**src/rtl/maxnet_controller.sv**
```systemverilog
// maxnet_controller: sequencing FSM for the 4-neuron MaxNet datapath.
// Drives the weight-load, activation-mux and activation-load enables, runs
// compute/update iterations until one activation (or none) survives, and
// reports a one-hot winner with a single-cycle done pulse.
// Optional build macro: MAXNET_TIMEOUT_EN enables termination after MAX_ITER
// iterations with the timeout flag; without it timeout is tied low.
module maxnet_controller #(
   parameter int N        = 4,
   parameter int MAC_LAT  = 2,
   parameter int MAX_ITER = 15,
   parameter int ITER_W   = 4
) (
   input  logic              clk,
   input  logic              rst,
   input  logic              start,
   input  logic [N-1:0]      nz,
   output logic              ld_w,
   output logic              sel_init,
   output logic              ld_act,
   output logic              busy,
   output logic              done,
   output logic [N-1:0]      winner,
   output logic [ITER_W-1:0] iter,
   output logic              timeout
);

   localparam int                CNT_W    = (MAC_LAT > 1) ? $clog2(MAC_LAT) : 1;
   localparam logic [CNT_W-1:0]  CNT_LOAD = CNT_W'(MAC_LAT - 1);
   localparam logic [ITER_W-1:0] ITER_SAT = {ITER_W{1'b1}};

   typedef enum logic [2:0] {
      S_IDLE    = 3'd0,
      S_INIT    = 3'd1,
      S_COMPUTE = 3'd2,
      S_UPDATE  = 3'd3,
      S_CHECK   = 3'd4,
      S_DONE    = 3'd5
   } state_t;

   // Reject parameter sets the counters cannot represent.
   generate
      if (MAC_LAT < 1 || MAX_ITER > (2 ** ITER_W) - 1) begin : g_param_check
         $error("maxnet_controller: need MAC_LAT >= 1 and ITER_W wide enough for MAX_ITER");
      end
   endgenerate

   // True when exactly one bit of v is set.
   function automatic logic f_one_hot(input logic [N-1:0] v);
      return (v != {N{1'b0}}) && ((v & (v - {{(N-1){1'b0}}, 1'b1})) == {N{1'b0}});
   endfunction

   state_t              r_state;
   logic [CNT_W-1:0]    r_cnt;
   logic                r_ld_w;
   logic                r_sel_init;
   logic                r_ld_act;
   logic                r_busy;
   logic                r_done;
   logic [N-1:0]        r_winner;
   logic [ITER_W-1:0]   r_iter;
   logic                w_nz_one_hot;
`ifdef MAXNET_TIMEOUT_EN
   logic                r_timeout;
`endif

   assign w_nz_one_hot = f_one_hot(nz);

   // Sequencer: state, latency counter and all registered outputs.
   always_ff @(posedge clk or negedge rst) begin
      if (!rst) begin
         r_state    <= S_IDLE;
         r_cnt      <= {CNT_W{1'b0}};
         r_ld_w     <= 1'b0;
         r_sel_init <= 1'b0;
         r_ld_act   <= 1'b0;
         r_busy     <= 1'b0;
         r_done     <= 1'b0;
         r_winner   <= {N{1'b0}};
         r_iter     <= {ITER_W{1'b0}};
`ifdef MAXNET_TIMEOUT_EN
         r_timeout  <= 1'b0;
`endif
      end else begin
         // Enables are single-cycle strobes; each state sets what the next one needs.
         r_ld_w     <= 1'b0;
         r_sel_init <= 1'b0;
         r_ld_act   <= 1'b0;
         r_done     <= 1'b0;
         case (r_state)
            S_IDLE: begin
               if (start) begin
                  r_state    <= S_INIT;
                  r_ld_w     <= 1'b1;
                  r_sel_init <= 1'b1;
                  r_ld_act   <= 1'b1;
                  r_busy     <= 1'b1;
                  r_winner   <= {N{1'b0}};
                  r_iter     <= {ITER_W{1'b0}};
`ifdef MAXNET_TIMEOUT_EN
                  r_timeout  <= 1'b0;
`endif
               end else begin
                  r_busy <= 1'b0;
               end
            end
            S_INIT: begin
               r_state <= S_COMPUTE;
               r_cnt   <= CNT_LOAD;
               r_busy  <= 1'b1;
            end
            S_COMPUTE: begin
               r_busy <= 1'b1;
               if (r_cnt == {CNT_W{1'b0}}) begin
                  r_state  <= S_UPDATE;
                  r_ld_act <= 1'b1;
                  r_iter   <= (r_iter == ITER_SAT) ? r_iter : r_iter + {{(ITER_W-1){1'b0}}, 1'b1};
               end else begin
                  r_cnt <= r_cnt - {{(CNT_W-1){1'b0}}, 1'b1};
               end
            end
            S_UPDATE: begin
               r_state <= S_CHECK;
               r_busy  <= 1'b1;
            end
            S_CHECK: begin
               // nz now reflects the activations loaded during UPDATE.
               if (w_nz_one_hot) begin
                  r_state  <= S_DONE;
                  r_winner <= nz;
                  r_done   <= 1'b1;
                  r_busy   <= 1'b0;
               end else if (nz == {N{1'b0}}) begin
                  r_state  <= S_DONE;
                  r_winner <= {N{1'b0}};
                  r_done   <= 1'b1;
                  r_busy   <= 1'b0;
`ifdef MAXNET_TIMEOUT_EN
               end else if (r_iter == ITER_W'(MAX_ITER)) begin
                  r_state   <= S_DONE;
                  r_winner  <= {N{1'b0}};
                  r_timeout <= 1'b1;
                  r_done    <= 1'b1;
                  r_busy    <= 1'b0;
`endif
               end else begin
                  r_state <= S_COMPUTE;
                  r_cnt   <= CNT_LOAD;
                  r_busy  <= 1'b1;
               end
            end
            S_DONE: begin
               // start here is deliberately dropped; results hold until the next run.
               r_state <= S_IDLE;
               r_busy  <= 1'b0;
            end
            default: begin
               r_state <= S_IDLE;
               r_busy  <= 1'b0;
            end
         endcase
      end
   end

   assign ld_w     = r_ld_w;
   assign sel_init = r_sel_init;
   assign ld_act   = r_ld_act;
   assign busy     = r_busy;
   assign done     = r_done;
   assign winner   = r_winner;
   assign iter     = r_iter;
`ifdef MAXNET_TIMEOUT_EN
   assign timeout  = r_timeout;
`else
   assign timeout  = 1'b0;
`endif

endmodule

```
**config.mk**
```make
export PLATFORM = sky130hd
export DESIGN_NAME = maxnet_controller
export DESIGN_NICKNAME = d
export VERILOG_FILES = /design/src/rtl/maxnet_controller.sv
export SDC_FILE = /design/constraint.sdc
export NUM_CORES = 1
export LEC_CHECK = 0
export ABC_CLOCK_PERIOD_IN_PS = 1300
export CAP_MARGIN = 20
export CORE_ASPECT_RATIO = 1.4
export CORE_MARGIN = 5
export CORE_UTILIZATION = 45
export CTS_BUF_LIST = sky130_fd_sc_hd__clkbuf_2
export CTS_CLUSTER_DIAMETER = 60
export DETAILED_ROUTE_END_ITERATION = 8
export PLACE_DENSITY = 0.75
export SYNTH_ARGS = -nofsm -noshare
export SYNTH_HDL_FRONTEND = slang
export SYNTH_SLANG_ARGS = --single-unit
```
**constraint.sdc**
```tcl
create_clock -name clk -period 1.3 [get_ports clk]
set_input_delay 0.195 -clock clk [delete_from_list [all_inputs] [get_ports clk]]
set_output_delay 0.195 -clock clk [all_outputs]
set_load 0.1 [all_outputs]
```
==> results.tsv, run 1 <==
stage	metric	value	unit
synthesis	top_reg_cell synth	dfrtp_1	
placed_design	detailed placer's ending HPWL	1840	um
clocking	Root Buffer	clkbuf_2	
synthesis	syn_area_per_cell	9.64	sq um
die	Die H	62.5	um
sta	final setup violation count	13	
clocking	Clock Sink Count	16	
final_layout	Final Net Count	145	
sta	Setup WS post-layout	-0.0985	ns
routing	DRC viols	0	
routing	DRT iter0 DRCs	23	
global_route	vias in the first global route	1002	
die	Placeable Area	0.00193	sq mm
placed_design	IO buf count	19	
synthesis	cell area after synthesis	887	sq um
die	Die Width	47.5	um
sta	fin crit share	108	%
final_layout	antenna cells	0	
synthesis	post-synth cell types	37	
worst_setup_path	CP Capture Type	flop	
die	Initial Util	46.1	%
final_layout	synth-to-layout area growth	71.9	%
sta	Max Transition Viols Final	0	
final_layout	fillers	126	
clocking	Clock transition at path regs	0.16	ns
routing	Final ANT Viol Nets	0	
global_route	aggregate global-route resource usage	19.6	%
global_route	M1 GR Usage	22.2	%
global_route	met3 Usage GRT	3.17	%
routing	vias per cell	5.75	
routing	TritonRoute pass-1 iters	4	
global_route	GRT Max-Usage Layer	met2	
placed_design	RD Place Congestion	0.853	
flow_run	maximum capacitance violations	0	
clocking	Worst-Skew Late Latency	0.31	ns
outcome	failing checks	negative setup slack	
synthesis	Post-synth EDFFs	0	
routing	WL per Instance	15.9	um
clocking	clock tree buffer depth	2	
sta	Final Hold Fails	0	
final_layout	end-of-flow core utilization	79.2	%
die	Die Area	0.00297	sq mm
worst_setup_path	crit start category	flop	
global_route	first-pass GRT wire length	4370	um
routing	final wirelength	2500	um
routing	total number of vias	902	
worst_setup_path	critical path peak fanout	5	
sta	Tmin final	1.40	ns
clocking	CTS tree	yes	
clocking	CTS buffer count	3	
die	I/O pin count	21	
sta	clk_skew	0.0195	ns
global_route	initial antenna violation count	0	
global_route	met2 Usage GRT	35.1	%
worst_setup_path	worst setup path startpoint	r_state[0]	
outcome	outcome	finished, violations left	
worst_hold_path	worst hold path type	in -> async	
synthesis	Async SR Flop Fraction	100	%
final_layout	commonest non-fill, non-tap cell in the layout	buf_4	
global_route	pin count of the biggest net entering global routing	17	
global_route	GR Overflow Total	0	
synthesis	Syn Nets	100	
clocking	CTS H-Tree Depth	1	
sta	Achievable Freq	0.715	GHz
synthesis	Syn Inst Count	92	
worst_setup_path	worst-case reg-to-reg path depth	3	
worst_setup_path	Crit Reg-Reg Startpoint	r_state[0]	
synthesis	register area share after synthesis	45.1	%
die	# rows	19	
worst_setup_path	arrival time at the worst endpoint	1.58	ns
worst_setup_path	Setup Crit Path Kind	reg -> reg	
final_layout	Finished Layout Cells	157	
synthesis	warning count from the yosys run	0	
final_layout	fraction of layout cells with a size suffix above 1	47.8	%
worst_setup_path	required time of the critical path	1.48	ns
final_layout	commonest cells after routing, fill and taps aside	buf_4 (24), buf_12 (13), dfrtp_1 (10)	
placed_design	placed cells	147	
synthesis	post-synthesis sequential element count	16	
sta	RSZ-0062 raised after global routing	yes	
## cell usage after synthesis, types with 2 or more instances
master | instances | area [sq um]
dfrtp_1 | 16 | 400
inv_1 | 6 | 22.5
nor2_1 | 6 | 22.5
nand2_1 | 5 | 18.8
nand3_1 | 5 | 25.0
o211ai_1 | 5 | 37.5
o21ai_0 | 4 | 20.0
o31ai_1 | 4 | 30.0
a22oi_1 | 3 | 22.5
buf_4 | 3 | 22.5
nand4_1 | 3 | 18.8
a21oi_1 | 2 | 10.0
maj3_1 | 2 | 20.0
nand3b_1 | 2 | 15.0
nor2b_1 | 2 | 12.5
nor3_1 | 2 | 10.0
o311ai_0 | 2 | 17.5
## logic make-up after synthesis
family,synth area share [%]
flip-flops,45.1
AND/OR/NAND/NOR,21.6
AO/OA/AOI/OAI,21.9
other,0.423
buffers and inverters,7.33
adder cells (fa/ha/maj),3.67
## metal layers
layer | wire (um) | part of all wire [%]
met1 | 932 | 37
met3 | 102 | 4.1
met5 | 0 | 0
met4 | 42 | 1.7
met2 | 1420 | 57
## critical path, cell delays in order, from the launching register on
cell and delay [ns]:
dfrtp_1 0.46, or4b_4 0.57, a22oi_2 0.17, o21ai_1 0.07
## area by class of cell
type | count | area (sq um) | area share [%]
clock buffers | 4 | 20.0 | 1.31
inverters | 6 | 22.5 | 1.48
multi-input cells | 64 | 509 | 33.4
flip-flops and latches | 16 | 413 | 27.1
well taps | 21 | 26.3 | 1.72
repair buffers | 46 | 534 | 35.0
## timing repair
action	4_1_cts	5_1_grt
buffers inserted	3	3
endpoints found under the setup margin	13	15
gates resized for setup	8	7
pin swaps	4	4
hold buffers	0	0
## registers in the layout, indices dropped and copies added (netlist names)
register and flops:
busy 1, ld_act 1, sel_init 1, r_cnt 1, winner 4, done 1
r_state 3, iter 4
## through the flow
stage	TNS, ns	hold WS [ns]	cell area, sq um	worst slack, ns
after CTS	-0.592	0.195	1470	-0.0999
after floorplan	-0.237	-0.101	938	-0.139
final	-0.584	0.188	1530	-0.0985
after global placement	-3.79	0.535	1400	-0.350
after detailed placement	-4.42	0.541	1400	-0.449
after global routing	-1.38	0.173	1530	-0.156
## path summary, 6_finish.rpt
kind	to	slack [ns]
worst max register to register	winner[1]	-0.1
worst max-delay path	winner[1]	-0.1
worst min register to register	iter[2]	0.62
min in group clk	iter[2]	0.62
worst min-delay path	iter[1]	0.19
max in group asynchronous	iter[2]	0.89
Power of run 1 is not shown: default switching activity piles up to over one toggle a cycle in this logic, so the estimate is an artifact.
==> run 2: changes to the inputs <==
SLEW_MARGIN = 10   (was default)
==> results of run 2 <==
Final layout, timing and power as in run 1 (identical DEF).
Power of run 2 is left out for the same reason.
==> run 3: changes to the inputs <==
CORE_MARGIN = 2   (was 5)
CTS_CLUSTER_SIZE = 12   (was default)
SLEW_MARGIN = default   (was 10)
==> results.tsv, run 3 (synthesized netlist as in run 1, its figures left out) <==
stage	metric	value	unit	change
worst_setup_path	CP Capture Type	flop		
placed_design	detailed placer's ending HPWL	1830	um	-0.80%
final_layout	Final Net Count	145		unchanged
worst_setup_path	required time of the critical path	1.48	ns	about the same
global_route	first-pass GRT wire length	4550	um	+4.1%
worst_hold_path	worst hold path type	in -> async		
worst_setup_path	crit start category	flop		
worst_setup_path	slowest CP cell	or4b_4		
worst_setup_path	Setup Crit Path Kind	reg -> reg		
worst_setup_path	arrival time at the worst endpoint	1.62	ns	+0.04 ns
routing	total number of vias	942		+4.4%
sta	Max Transition Viols Final	0		unchanged
power	Leakage	0.000665	uW	
global_route	GR Overflow Total	0		unchanged
global_route	initial antenna violation count	0		unchanged
global_route	M1 GR Usage	26.4	%	+4.2 points
worst_setup_path	critical path peak fanout	5		unchanged
final_layout	commonest non-fill, non-tap cell in the layout	buf_4		
sta	Achievable Freq	0.696	GHz	-2.6%
global_route	aggregate global-route resource usage	24.9	%	+5.3 points
global_route	GRT Max-Usage Layer	met2		
clocking	number of hold buffers added after cts	0		unchanged
worst_setup_path	Crit path largest cell delay	0.60	ns	+0.03 ns
die	Initial Util	46.6	%	+0.58 points
routing	WL per Instance	16.8	um	+5.3%
die	Die Width	41.5	um	-13%
outcome	failing checks	negative setup slack		
routing	final wirelength	2630	um	+5.3%
outcome	outcome	finished, violations left		
clocking	CTS tree	yes		
final_layout	commonest cells after routing, fill and taps aside	buf_4 (25), buf_12 (13), dfrtp_1 (9)		
clocking	CTS buffer count	3		unchanged
routing	vias per cell	6.00		+4.4%
die	Placeable Area	0.00190	sq mm	-1.2%
die	Die H	56.5	um	-9.6%
power	Max VDD drop	2.12	mV	
sta	Final Hold Fails	0		unchanged
worst_setup_path	Critical Path Stages	3		unchanged
routing	Final ANT Viol Nets	0		unchanged
sta	clk_skew	0.00322	ns	-0.0163 ns
placed_design	RD Place Congestion	0.802		-5.9%
final_layout	synth-to-layout area growth	74.9	%	
worst_setup_path	worst-case reg-to-reg path depth	3		unchanged
clocking	Root Buffer	clkbuf_2		
sta	worst hold slack	0.199	ns	+0.0111 ns
global_route	met3 Usage GRT	3.54	%	+0.37 points
placed_design	IO buf count	19		unchanged
worst_setup_path	CP cell instances	or4b_4, a22oi_2, o21ai_1		
final_layout	design area	0.00155	sq mm	+1.7%
worst_setup_path	cell family with most CP delay	simple AND/OR/NAND/NOR gates		
clocking	Worst-Skew Late Latency	0.28	ns	-0.03 ns
worst_setup_path	Worst Path Buf+Inv	0		unchanged
power	pwr/cell area	2840	mW/mm^2	
final_layout	fraction of layout cells with a size suffix above 1	52.2	%	+4.4 points
flow_run	maximum capacitance violations	0		unchanged
sta	final setup violation count	9		-4
final_layout	antenna cells	0		unchanged
clocking	Clock transition at path regs	0.15	ns	about the same
die	I/O pin count	21		unchanged
global_route	vias in the first global route	1007		+0.50%
routing	DRC viols	0		unchanged
sta	Tmin final	1.44	ns	+0.0374 ns
clocking	CTS H-Tree Depth	1		unchanged
global_route	pin count of the biggest net entering global routing	17		unchanged
sta	fin crit share	110	%	+2.9 points
sta	RSZ-0062 raised after global routing	yes		
sta	Setup WS post-layout	-0.136	ns	-0.0374 ns
clocking	clock tree buffer depth	2		unchanged
routing	DRT iter0 DRCs	6		-74%
routing	TritonRoute pass-1 iters	4		unchanged
die	Die Area	0.00235	sq mm	-21%
die	# rows	19		unchanged
placed_design	Placed Area	0.00140	sq mm	+0.54%
global_route	met2 Usage GRT	44.9	%	+9.8 points
clocking	Clock Sink Count	16		unchanged
run 3: final timing paths:
kind | startpoint | end | slack [ns]
worst max-delay path | r_state[2] | winner[1] | -0.14
worst min-delay path | rst | ld_act | 0.20
worst max register to register | r_state[2] | winner[1] | -0.14
worst min register to register | iter[3] | iter[3] | 0.64
max in group asynchronous | rst | iter[0] | 0.89
min in group clk | nz[2] | winner[0] | 0.49
run 3: worst register-to-register path, delay by kind of cell (launching register included):
family | cells | cell delay [ns]
AND/OR/NAND/NOR | 1 | 0.60
flip-flops | 1 | 0.46
AO/OA/AOI/OAI | 2 | 0.28
run 3: what timing repair did:
| action | 4_1_cts | 5_1_grt |
|---|---|---|
| buffers inserted | 4 | 1 |
| setup endpoints to repair | 14 | 15 |
| gates cloned | 0 | 0 |
| resized for setup | 11 | 11 |
| pin swaps | 3 | 3 |
run 3: final cells by class:
cell class                 instances  area, sq um
multi-input combinational         64          537
timing repair buffer              46          533
sequential                        16          414
fill                             115          350
tap                               21         26.3
inverter                           6         22.5
clock buffer                       3         15.0
clock inverter                     1         3.75
run 3: per-layer routing:
metal	vias to the layer above	part of all wire, %
li1	434	-
met1	460	35
met2	36	57
met3	12	3.6
met4	0	3.8
met5	-	0
run 3: power breakdown:
group,switching [uW],internal (uW),leakage [uW]
Sequential,306,724,0.000192
Clock,156,66.9,0.0000140
Combinational,1810,1340,0.000459
run 3: stage by stage:
stage | power, uW | std cells | util, % | worst slack, ns | TNS, ns
3_3_place_gp | 3800 | 148 | 73.8 | -0.341 | -3.76
4_1_cts | 4260 | 156 | 78.9 | -0.0898 | -0.386
5_1_grt | 4610 | 157 | 81.6 | -0.151 | -0.899
3_5_place_dp | 3860 | 148 | 73.8 | -0.432 | -4.49
6_report | 4400 | 157 | 81.6 | -0.136 | -0.463
2_1_floorplan | 2750 | 92 | - | -0.139 | -0.237
(Power assumes the default switching activity.)
